[src/rtl/alu_pkg.sv]
// rtl/alu_pkg.sv - shared opcodes and FSM state type for the pipelined ALU
// Purpose: opcode encodings (OP_ADD..OP_MUL) and the control FSM state enum
//          used by alu_pipe and alu_mul_seq.
// Ports:   none (package).
package alu_pkg;

    localparam logic [3:0] OP_ADD  = 4'd0;
    localparam logic [3:0] OP_SUB  = 4'd1;
    localparam logic [3:0] OP_SHL  = 4'd2;
    localparam logic [3:0] OP_SLTU = 4'd3;
    localparam logic [3:0] OP_EQ   = 4'd4;
    localparam logic [3:0] OP_AND  = 4'd5;
    localparam logic [3:0] OP_OR   = 4'd6;
    localparam logic [3:0] OP_XOR  = 4'd7;
    localparam logic [3:0] OP_SRL  = 4'd8;
    localparam logic [3:0] OP_SRA  = 4'd9;
    localparam logic [3:0] OP_SLT  = 4'd10;
    localparam logic [3:0] OP_MUL  = 4'd11;

    typedef enum logic {
        IDLE = 1'b0,
        MUL  = 1'b1
    } alu_state_e;

endpackage

[src/rtl/alu_mul_seq.sv]
// rtl/alu_mul_seq.sv - iterative shift-add unsigned multiplier
// Purpose: one partial product per cycle over WIDTH cycles. Only built when
//          ALU_PIPE_MUL_EN is defined.
// Ports:   clk, rst (sync, active-high); start_i loads a_i/b_i;
//          busy_o high while iterating; done_o pulses on the final iteration
//          with product_o (full 2*WIDTH product) valid in that same cycle.
`ifdef ALU_PIPE_MUL_EN
module alu_mul_seq
    import alu_pkg::*;
#(
    parameter int WIDTH = 32
) (
    input  logic               clk,
    input  logic               rst,
    input  logic               start_i,
    input  logic [WIDTH-1:0]   a_i,
    input  logic [WIDTH-1:0]   b_i,
    output logic               busy_o,
    output logic               done_o,
    output logic [2*WIDTH-1:0] product_o
);

    localparam int CW = $clog2(WIDTH);

    logic [CW-1:0]      cnt_q;
    logic               busy_q;
    logic [2*WIDTH-1:0] mcand_q;
    logic [WIDTH-1:0]   mplier_q;
    logic [2*WIDTH-1:0] acc_q;
    logic [2*WIDTH-1:0] acc_d;

    assign acc_d     = acc_q + (mplier_q[0] ? mcand_q : '0);
    assign done_o    = busy_q && (cnt_q == CW'(WIDTH - 1));
    // Final partial product is folded in combinationally so the top can
    // capture the result on the same edge the iteration ends.
    assign product_o = acc_d;
    assign busy_o    = busy_q;

    always_ff @(posedge clk) begin
        if (rst) begin
            cnt_q    <= '0;
            busy_q   <= 1'b0;
            mcand_q  <= '0;
            mplier_q <= '0;
            acc_q    <= '0;
        end else if (start_i) begin
            cnt_q    <= '0;
            busy_q   <= 1'b1;
            mcand_q  <= {{WIDTH{1'b0}}, a_i};
            mplier_q <= b_i;
            acc_q    <= '0;
        end else if (busy_q) begin
            acc_q    <= acc_d;
            mcand_q  <= mcand_q << 1;
            mplier_q <= mplier_q >> 1;
            cnt_q    <= cnt_q + CW'(1);
            if (done_o) begin
                busy_q <= 1'b0;
            end
        end
    end

endmodule
`endif

[src/rtl/alu_pipe.sv]
// rtl/alu_pipe.sv - handshaked ALU with one registered output stage
// Purpose: accepts one op per in_valid/in_ready transfer, returns registered
//          result with cout/zero/ovf/err flags, holds output under backpressure.
//          Define ALU_PIPE_MUL_EN to add the multi-cycle multiply (op 11);
//          otherwise op 11 is treated as illegal.
// Ports:   clk, rst (sync, active-high)
//          in_valid/in_ready, op[3:0], a, b, cin   : operation input
//          out_valid/out_ready, result, cout, zero, ovf, err : result output
module alu_pipe
    import alu_pkg::*;
#(
    parameter int WIDTH = 32
) (
    input  logic             clk,
    input  logic             rst,
    input  logic             in_valid,
    output logic             in_ready,
    input  logic [3:0]       op,
    input  logic [WIDTH-1:0] a,
    input  logic [WIDTH-1:0] b,
    input  logic             cin,
    output logic             out_valid,
    input  logic             out_ready,
    output logic [WIDTH-1:0] result,
    output logic             cout,
    output logic             zero,
    output logic             ovf,
    output logic             err
);

    localparam int SHW = $clog2(WIDTH);

    alu_state_e       state_q, state_d;
    logic             out_valid_q;
    logic [WIDTH-1:0] result_q;
    logic             cout_q, zero_q, ovf_q, err_q;
    logic             accept;

    // ---------------------------------------------------------------
    // Combinational datapath
    // ---------------------------------------------------------------
    logic [SHW-1:0]          sh;
    logic [WIDTH:0]          add_w, sub_w, shl_w, srl_w;
    logic signed [WIDTH:0]   sra_w;
    logic [WIDTH-1:0]        alu_res;
    logic                    alu_c, alu_v, alu_e;

    assign sh    = b[SHW-1:0];
    assign add_w = {1'b0, a} + {1'b0, b} + {{WIDTH{1'b0}}, cin};
    assign sub_w = {1'b0, a} + {1'b0, ~b} + {{WIDTH{1'b0}}, 1'b1};
    // One guard bit on the far side of each shift captures the last bit
    // shifted out; a zero shift leaves the guard at 0.
    assign shl_w = {1'b0, a} << sh;
    assign srl_w = {a, 1'b0} >> sh;
    assign sra_w = $signed({a, 1'b0}) >>> sh;

    always_comb begin
        alu_res = '0;
        alu_c   = 1'b0;
        alu_v   = 1'b0;
        alu_e   = 1'b0;
        case (op)
            OP_ADD: begin
                alu_res = add_w[WIDTH-1:0];
                alu_c   = add_w[WIDTH];
                alu_v   = (a[WIDTH-1] == b[WIDTH-1]) && (add_w[WIDTH-1] != a[WIDTH-1]);
            end
            OP_SUB: begin
                alu_res = sub_w[WIDTH-1:0];
                alu_c   = sub_w[WIDTH];
                alu_v   = (a[WIDTH-1] != b[WIDTH-1]) && (sub_w[WIDTH-1] != a[WIDTH-1]);
            end
            OP_SHL: begin
                alu_res = shl_w[WIDTH-1:0];
                alu_c   = shl_w[WIDTH];
            end
            OP_SLTU: alu_c = (a < b);
            OP_EQ:   alu_c = (a == b);
            OP_AND:  alu_res = a & b;
            OP_OR:   alu_res = a | b;
            OP_XOR:  alu_res = a ^ b;
            OP_SRL: begin
                alu_res = srl_w[WIDTH:1];
                alu_c   = srl_w[0];
            end
            OP_SRA: begin
                alu_res = sra_w[WIDTH:1];
                alu_c   = sra_w[0];
            end
            OP_SLT:  alu_c = ($signed(a) < $signed(b));
`ifdef ALU_PIPE_MUL_EN
            OP_MUL:  alu_e = 1'b0;  // result comes from alu_mul_seq
`endif
            default: alu_e = 1'b1;
        endcase
    end

    // ---------------------------------------------------------------
    // Optional multiplier
    // ---------------------------------------------------------------
    logic mul_start, mul_done;
`ifdef ALU_PIPE_MUL_EN
    logic               mul_busy;
    logic [2*WIDTH-1:0] mul_prod;

    assign mul_start = accept && (op == OP_MUL);

    alu_mul_seq #(.WIDTH(WIDTH)) u_mul (
        .clk       (clk),
        .rst       (rst),
        .start_i   (mul_start),
        .a_i       (a),
        .b_i       (b),
        .busy_o    (mul_busy),
        .done_o    (mul_done),
        .product_o (mul_prod)
    );
`else
    assign mul_start = 1'b0;
    assign mul_done  = 1'b0;
`endif

    // ---------------------------------------------------------------
    // Control FSM
    // ---------------------------------------------------------------
    always_ff @(posedge clk) begin
        if (rst) begin
            state_q <= IDLE;
        end else begin
            state_q <= state_d;
        end
    end

    always_comb begin
        state_d = state_q;
        case (state_q)
            IDLE: begin
                if (mul_start) begin
                    state_d = MUL;
                end
            end
            MUL: begin
`ifdef ALU_PIPE_MUL_EN
                // Leaving on !busy too keeps the FSM from wedging if the
                // multiplier ever idles without signalling done.
                if (mul_done || !mul_busy) begin
                    state_d = IDLE;
                end
`else
                state_d = IDLE;
`endif
            end
            default: state_d = IDLE;
        endcase
    end

    always_comb begin
        in_ready = (state_q != MUL) && (!out_valid_q || out_ready);
    end

    assign accept = in_valid && in_ready;

    // ---------------------------------------------------------------
    // Output register stage
    // ---------------------------------------------------------------
    always_ff @(posedge clk) begin
        if (rst) begin
            out_valid_q <= 1'b0;
            result_q    <= '0;
            cout_q      <= 1'b0;
            zero_q      <= 1'b0;
            ovf_q       <= 1'b0;
            err_q       <= 1'b0;
        end else if (mul_done) begin
`ifdef ALU_PIPE_MUL_EN
            out_valid_q <= 1'b1;
            result_q    <= mul_prod[WIDTH-1:0];
            cout_q      <= |mul_prod[2*WIDTH-1:WIDTH];
            zero_q      <= (mul_prod[WIDTH-1:0] == '0);
            ovf_q       <= 1'b0;
            err_q       <= 1'b0;
`endif
        end else if (accept && !mul_start) begin
            // Also covers a same-edge output transfer: the new result
            // replaces the old one and out_valid stays high.
            out_valid_q <= 1'b1;
            result_q    <= alu_res;
            cout_q      <= alu_c;
            zero_q      <= (alu_res == '0);
            ovf_q       <= alu_v;
            err_q       <= alu_e;
        end else if (accept) begin
            // Multiply start: any previous result was consumed this edge.
            out_valid_q <= 1'b0;
        end else if (out_valid_q && out_ready) begin
            out_valid_q <= 1'b0;
        end
    end

    assign out_valid = out_valid_q;
    assign result    = result_q;
    assign cout      = cout_q;
    assign zero      = zero_q;
    assign ovf       = ovf_q;
    assign err       = err_q;

endmodule
[config.mk]
export PLATFORM = sky130hd
export DESIGN_NAME = alu_pipe
export DESIGN_NICKNAME = d
export VERILOG_FILES = /design/src/rtl/alu_pkg.sv /design/src/rtl/alu_mul_seq.sv /design/src/rtl/alu_pipe.sv
export SDC_FILE = /design/constraint.sdc
export NUM_CORES = 1
export LEC_CHECK = 0
export CAP_MARGIN = 20
export CORE_MARGIN = 4
export CORE_UTILIZATION = 40
export DETAILED_ROUTE_END_ITERATION = 8
export PLACE_DENSITY = 0.59
export SLEW_MARGIN = 30
export SYNTH_ARGS = -nofsm -noshare
export SYNTH_HDL_FRONTEND = slang
export SYNTH_SLANG_ARGS = --single-unit
[constraint.sdc]
create_clock -name clk -period 6.46 [get_ports clk]
set_clock_uncertainty 0.15 [all_clocks]
set_input_delay 1.292 -clock clk [delete_from_list [all_inputs] [get_ports clk]]
set_output_delay 1.292 -clock clk [all_outputs]
set_load 0.01 [all_outputs]
Word-level counts from Yosys, hierarchy flattened
Index checks and enable logic that the tools add are counted.
{ "op_classes": {"muxes": 6, "n_shift": 3, "n_eq_ne": 15, "n_reduce_logical": 10, "addsub": 4, "magnitude_cmp": 2, "bitwise": 4} }
{ "ops": {"columns": ["operator", "count"], "rows": [
  ["one-hot mux 32 bit (8 select lines)", 1],
  ["adder 32 x 32 -> 33 bit", 2],
  ["< comparator 32 bit", 2],
  ["adder 33 x 1 -> 33 bit", 1],
  ["adder 33 x 1 -> 33 bit, second input constant", 1],
  ["<< shifter 32 x 5 -> 33 bit", 1],
  ["right shift 33 x 5 -> 33 bit", 1],
  [">>> shifter 33 x 5 -> 33 bit", 1],
  ["AND 32 bit", 1],
  ["== test 32 bit", 1],
  ["zero test 32 bit", 1],
  ["NOT 32 bit", 1],
  ["OR 32 bit", 1],
  ["XOR 32 bit", 1],
  ["== test 4 x 3 -> 1 bit, second input constant", 4],
  ["== test 4 bit, second input constant", 3],
  ["OR reduction 11 bit", 1],
  ["== test 4 x 2 -> 1 bit, second input constant", 2],
  ["one-hot mux 1 bit (8 select lines)", 1],
  ["== test 4 x 1 -> 1 bit, second input constant", 1],
  ["logical AND 1 bit", 4],
  ["zero test 4 bit", 1],
  ["two-way mux 1 bit", 3],
  ["inequality test 1 bit", 3],
  ["5 further kinds", 5]
]} }
{ "totals": {"output_inout_bits": 38, "register_bits": 37, "wordCells": 50, "in_bits": 73} }

Depth between registers and ports, before layout
{ "depth": {"word_depth": 6, "mapped_depth": 18, "depth_no_buf": 14} }

Least setup slack after synthesis
Ideal clock, no wire load.
{ "synth_timing": {"kind": "input -> register", "from": "in b[3]", "to": "reg zero_q, in the netlist zero", "path_stages": 18, "setup_time_ns": 0.096, "t_arrival_ns": 5.157, "n_path_buf": 5, "slack_ns": 1.057, "required_time_ns": 6.214, "path_cell_list": "clkbuf_1 -> inv_1 -> clkbuf_1 -> clkbuf_1 -> buf_1 -> ha_1 -> buf_2 -> nor2_1 -> a211o_1 -> o21a_1 -> o31ai_2 -> o31ai_1 -> a221o_1 -> a21bo_2 -> mux2i_1 -> a211oi_1 -> nand4b_1 -> o41ai_2"} }
{ "synth_between": {"elab_chain_cells": 5, "elab_cells_between_ends": 13, "classes_between": "add/sub (4); shift (3); mux (1); bitwise (4); reduce/logical (1)"} }
{ "synth_rtl": {"columns": ["item", "line", "rtl"], "rows": [
  ["start: declaration", "alu_pipe.sv:20", "input logic [WIDTH-1:0] b,"],
  ["NOT 32 bit", "alu_pipe.sv:50", "assign sub_w = {1'b0, a} + {1'b0, ~b} + {{WIDTH{1'b0}}, 1'b1};"],
  ["adder 32 x 32 -> 33 bit", "alu_pipe.sv:50", null],
  ["adder 33 x 1 -> 33 bit", "alu_pipe.sv:50", null],
  ["one-hot mux 32 bit (8 select lines) *", "alu_pipe.sv:62", "case (op)"],
  ["zero test 32 bit *", "alu_pipe.sv:189", "zero_q <= (alu_res == '0);"],
  ["end signal: assignment", "alu_pipe.sv:189", null],
  ["end: declaration", "alu_pipe.sv:36", "logic cout_q, zero_q, ovf_q, err_q;"]
]} }
Mark *: on every way between the ends. The rest lies on a longest branch, timed or not.
A chain may end at the register's enable or synchronous reset.

Final worst setup path
{ "layout_timing": {"from": "in a[11]", "to": "reg zero_q, in the netlist zero"} }
{ "layout_between": {"elab_chain_cells": 4, "elab_cells_between_ends": 12, "classes_between": "add/sub (4); shift (3); mux (1); bitwise (3); reduce/logical (1)"} }
{ "layout_rtl": {"columns": ["item", "line", "rtl"], "rows": [
  ["start: declaration", "alu_pipe.sv:19", "input logic [WIDTH-1:0] a,"],
  ["adder 32 x 32 -> 33 bit (on tied branches)", "alu_pipe.sv:50, alu_pipe.sv:49", null],
  ["adder 33 x 1 -> 33 bit (on tied branches)", "alu_pipe.sv:50, alu_pipe.sv:49", null],
  ["one-hot mux 32 bit (8 select lines) *", "alu_pipe.sv:62", null],
  ["zero test 32 bit *", "alu_pipe.sv:189", null]
]} }
Marks and branches as above.

==> summary.md <==
Summed over all failing endpoints, the final setup total negative slack is 0 ns. The switching part of the total power is 48.31%, and the maximum ir drop on the vdd rail is 0.1468 mV. Measured against its own limit, the worst slew margin works out to 37.40%. The tool flagged a number of max-cap violations equal to 0.

The worst-case clock buffer depth was 2; the average vias per placed instance was 6.821. The data required time at the worst endpoint is 6.50 ns. Walking the worst path, the cells encountered are clkdlybuf4s50_1 > inv_1 > ha_1 > buf_4 > nor4_1 > o21ai_0 > o311ai_0 > a31oi_1 > o221a_2 > a221o_1 > a221oi_1 > and4_1 > nand4_1 > o41ai_2. Setup repair after global routing left no endpoint under its margin. The power per unit of standard cell area was 128.8 nW/um^2; the die footprint was 31,460 sq um. The initial standard-cell utilization of the core came out at 40.97%. The first routing iteration left 1,823 violations. For the worst-skew pair, the clock arrives at the later sink with an insertion delay of 0.28 ns. The largest single stage delay on the critical path is 0.84 ns.

Counting every net in the synthesized netlist gives 1,777. Before antenna repair, the detailed router went through 7 iterations. The clock tree synthesis step divided the H-tree into 2 levels. Class of the most critical setup path: input port to register. The slowest library cell on the worst path was sky130_fd_sc_hd__clkdlybuf4s50_1.

Synthesis inferred 37 register bits. Data arrives at the worst endpoint at 5.81 ns. Registers take 740.7 sq um.

The final routed wire length divided by cell count is 29.56 um, and the overall routing resource usage is 36.86%. The achievable frequency is 173.3 MHz. The logs give 12,970 for the via count of the first global-routing pass and 13,830 for the total vias in the final route. After layout, the minimum clock period comes to 5.770 ns.

The clock transition at the register clock pins on the worst setup and hold paths after CTS is 0.06 ns, and the chip height is 177.4 um. Counting every instance in the synthesized netlist gives 1,589. For hold timing, the worst endpoint is result[31]$_SDFFE_PP0P_. The number of clock buffers inserted by TritonCTS was 5; the number of sinks on the clock net was 37.

Post-CTS timing repair inserted 0 buffers for setup. Summed over all nets, the switching power comes to 0.8260 mW. The clock network accounts for 18.4% of the total power. The count of final max-slew check failures is 0. Of the cells placed in the final design, the portion with a size suffix greater than 1 is 11.22%. Number of inserted filler cells in the final layout: 2,912. The final layout contains 1,836 nets. In this run, distinct cell masters in the synthesized netlist total 90. The first global-routing pass estimated 87.19 mm of wire. Entering global routing, the biggest net connects 81 pins.

The final cycle utilization of the critical path is 89.31%. The kind of capture point of the worst setup path was a register. TritonCTS built the clock tree. The run finished with clean final reports. In this run the worst path has a maximum fanout of 13. The number of buffer cells added on primary ports is 110, and the cell depth of the worst flop-to-flop path is 11. Critical hold path startpoint: result[31]$_SDFFE_PP0P_. The startpoint identified for the worst register-to-register timing path is out_valid$_SDFFE_PP0P_. Startpoint class of the critical path: an input port. Compared with the post-synthesis result, the final layout area differs by 15.68%. The count of final setup violators came out at 0. Hold repair after CTS inserted 0 buffers. Combinational cells account for 66.6% of the total power. The most used flip-flop cell after synthesis was sky130_fd_sc_hd__dfxtp_1.

In this run the standard cell core region covers 28,010 sq um. The logs give 9816 sq um for the area occupied by multi-input gates and 59.93 mm for the final wirelength. For this run, the number of Yosys warnings is 0.

Sequential elements use 6.454% of the synthesized area. Counting flops with an async set or reset pin after synthesis yields a share of 0%. Average size of a mapped cell: 7.222 sq um.

Once layout is complete, the utilization of the core stands at 47.39%. The floorplan step set the die width to 177.4 um. The antenna cell count is 0.

The total power consumption of the routed design came out at 1.710 mW. The tree is rooted in a sky130_fd_sc_hd__clkbuf_16. The run gives 0 as the post-detailed-route count of antenna-violating nets. 111 I/O pins were placed.

The hold-critical path depth came out at 2. Mapped cell area: 11,480 sq um. For flop-to-flop paths, the worst setup slack is 3.32 ns.

The global route total overflow is 0. The worst hold path class is register to register. For this design the static power due to leakage is 5.415 nW. The part of the power in registers is 15.1%, and the total of cells resized after clock tree synthesis is 0.

Total number of placement rows: 61. Number of design rule violations left after detail routing: 0. Initial antenna violation count: 2.

Cell internal power was estimated by the tool at 0.8839 mW. The worst register-to-register path ends at zero$_SDFFE_PP0P_. The congestion estimate from routability-driven global placement came to 1.072. The number of synthesized flops with an enable pin was 0; the slew at the pin with the worst max-slew slack was 0.9269 ns. For the detailed-placement wirelength estimate, the log shows 47.91 mm. The number of endpoints with negative hold slack in the final report is 0, and the worst slack on hold paths is 0.3129 ns.
[flip-flops by register name, indices dropped and copies added, names as in the netlist]
name       cells
cout           1
err            1
out_valid      1
ovf            1
result        32
zero           1
[layout by cell type (no fill, tap or decap), types with 13 or more instances in the layout]
cell type / count
sky130_fd_sc_hd__o21a_1: 16
sky130_fd_sc_hd__nand4_1: 29
sky130_fd_sc_hd__inv_1: 96
sky130_fd_sc_hd__nand2_1: 130
sky130_fd_sc_hd__mux4_2: 38
sky130_fd_sc_hd__a21o_1: 20
sky130_fd_sc_hd__nor3_1: 43
sky130_fd_sc_hd__ha_1: 112
sky130_fd_sc_hd__o22ai_1: 26
sky130_fd_sc_hd__a31oi_1: 19
sky130_fd_sc_hd__o31ai_1: 14
sky130_fd_sc_hd__a22oi_1: 19
sky130_fd_sc_hd__clkdlybuf4s50_1: 106
sky130_fd_sc_hd__a211oi_1: 56
sky130_fd_sc_hd__nand2b_1: 16
sky130_fd_sc_hd__nor4_1: 17
sky130_fd_sc_hd__buf_4: 73
sky130_fd_sc_hd__nor2b_1: 13
sky130_fd_sc_hd__nor2_1: 142
sky130_fd_sc_hd__o221ai_1: 14
sky130_fd_sc_hd__o211ai_1: 32
sky130_fd_sc_hd__mux2i_1: 84
sky130_fd_sc_hd__nand3_1: 44
sky130_fd_sc_hd__dfxtp_1: 37
sky130_fd_sc_hd__a21oi_1: 111
sky130_fd_sc_hd__o21ai_0: 74
sky130_fd_sc_hd__mux2_2: 32
[metrics by stage]
step | instance area, sq um | std cells | setup slack (ns)
floorplan | 11480 | 1589 | 1.057
global placement | 13070 | 2019 | 0.4007
detailed placement | 13070 | 2019 | 0.4591
CTS | 13260 | 2027 | 0.7576
global route | 13280 | 2027 | 0.2019
finish | 13280 | 2027 | 0.6905
[cells in the mapped netlist, drive strengths merged, types with 7 or more instances]
cell     count  area [sq um]
or4          7         52.55
a211oi      56         420.4
or3         11         68.82
buf         46         256.5
nand3       44         220.2
a22oi       19         142.6
nand2b      16         100.1
o31ai       15         117.6
nor4        19         125.1
a31oi       19         118.9
nand4       29         181.4
o311ai       9         78.83
ha         112          1401
mux2        34         382.9
mux2i       84         840.8
nand2      130         488.0
inv         98         367.9
a211o        7         61.31
xnor2       12         105.1
clkbuf      87         326.6
o221ai      14         122.6
o21ai       79         395.4
nor3        43         215.2
o21bai       7         52.55
mux4        38         855.8
and2         8         50.05
o21a        16         120.1
a221oi      10         87.58
nor2b       13         81.33
a21oi      111         555.5
o22ai       27         175.2
a2bb2oi      7         61.31
and3        12         80.08
nor2       143         539.3
dfxtp       37         740.7
a2111oi      8         71.32
a221o       10         100.1
a21o        20         150.1
o211ai      32         240.2
[layout make-up]
cell class / instances / share of cell area, %
multi-input cells: 1320 / 73.94
repair buffers: 185 / 12.69
flip-flops and latches: 37 / 5.580
well taps: 378 / 3.563
inverters: 99 / 2.799
clock buffers: 5 / 0.9425
clock inverters: 3 / 0.4901
[worst max path at each step]
| stage | start | to |
|---|---|---|
| after detailed placement | a[10] | zero$_SDFFE_PP0P_ |
| after global placement | a[11] | zero$_SDFFE_PP0P_ |
| final | a[11] | zero$_SDFFE_PP0P_ |
| after global routing | a[11] | zero$_SDFFE_PP0P_ |
| after CTS | a[11] | zero$_SDFFE_PP0P_ |
| after floorplan | b[3] | zero$_SDFFE_PP0P_ |
[layer usage]
metal | vias to the layer above | part of all wire [%] | track usage, % | wire (um)
met5 | - | 0.038 | 0 | 23
li1 | 6175 | - | - | -
met1 | 6602 | 39 | 48.32 | 23590
met3 | 187 | 10 | 7.861 | 6071
met4 | 4 | 6.4 | 17.95 | 3817
met2 | 858 | 44 | 57.57 | 26430
[power by group through the flow]
stage               clock, mW  combinational [mW]  sequential, mW
finish                  0.314                1.14           0.258
global route            0.329                1.20           0.260
CTS                     0.318                1.10           0.258
detailed placement          0                1.10           0.263
global placement            0                1.10           0.262
floorplan                   0               0.656           0.271
[kinds of logic after synthesis]
kind of cell	Yosys count	share of synthesized area (%)
compound gates	534	32.27
xor+xnor	12	0.9158
fa+ha+maj	115	12.73
buf+inv	232	8.319
flops	37	6.454
mux	156	18.12
simple gates	503	21.18
[critical path, delay by kind of cell]
| family | cells | cell delay, ns |
|---|---|---|
| compound gates | 7 | 2.07 |
| buf+inv | 3 | 1.13 |
| simple gates | 3 | 0.97 |
| fa+ha+maj | 1 | 0.33 |
No activity file was read; power rests on OpenSTA's default activity.
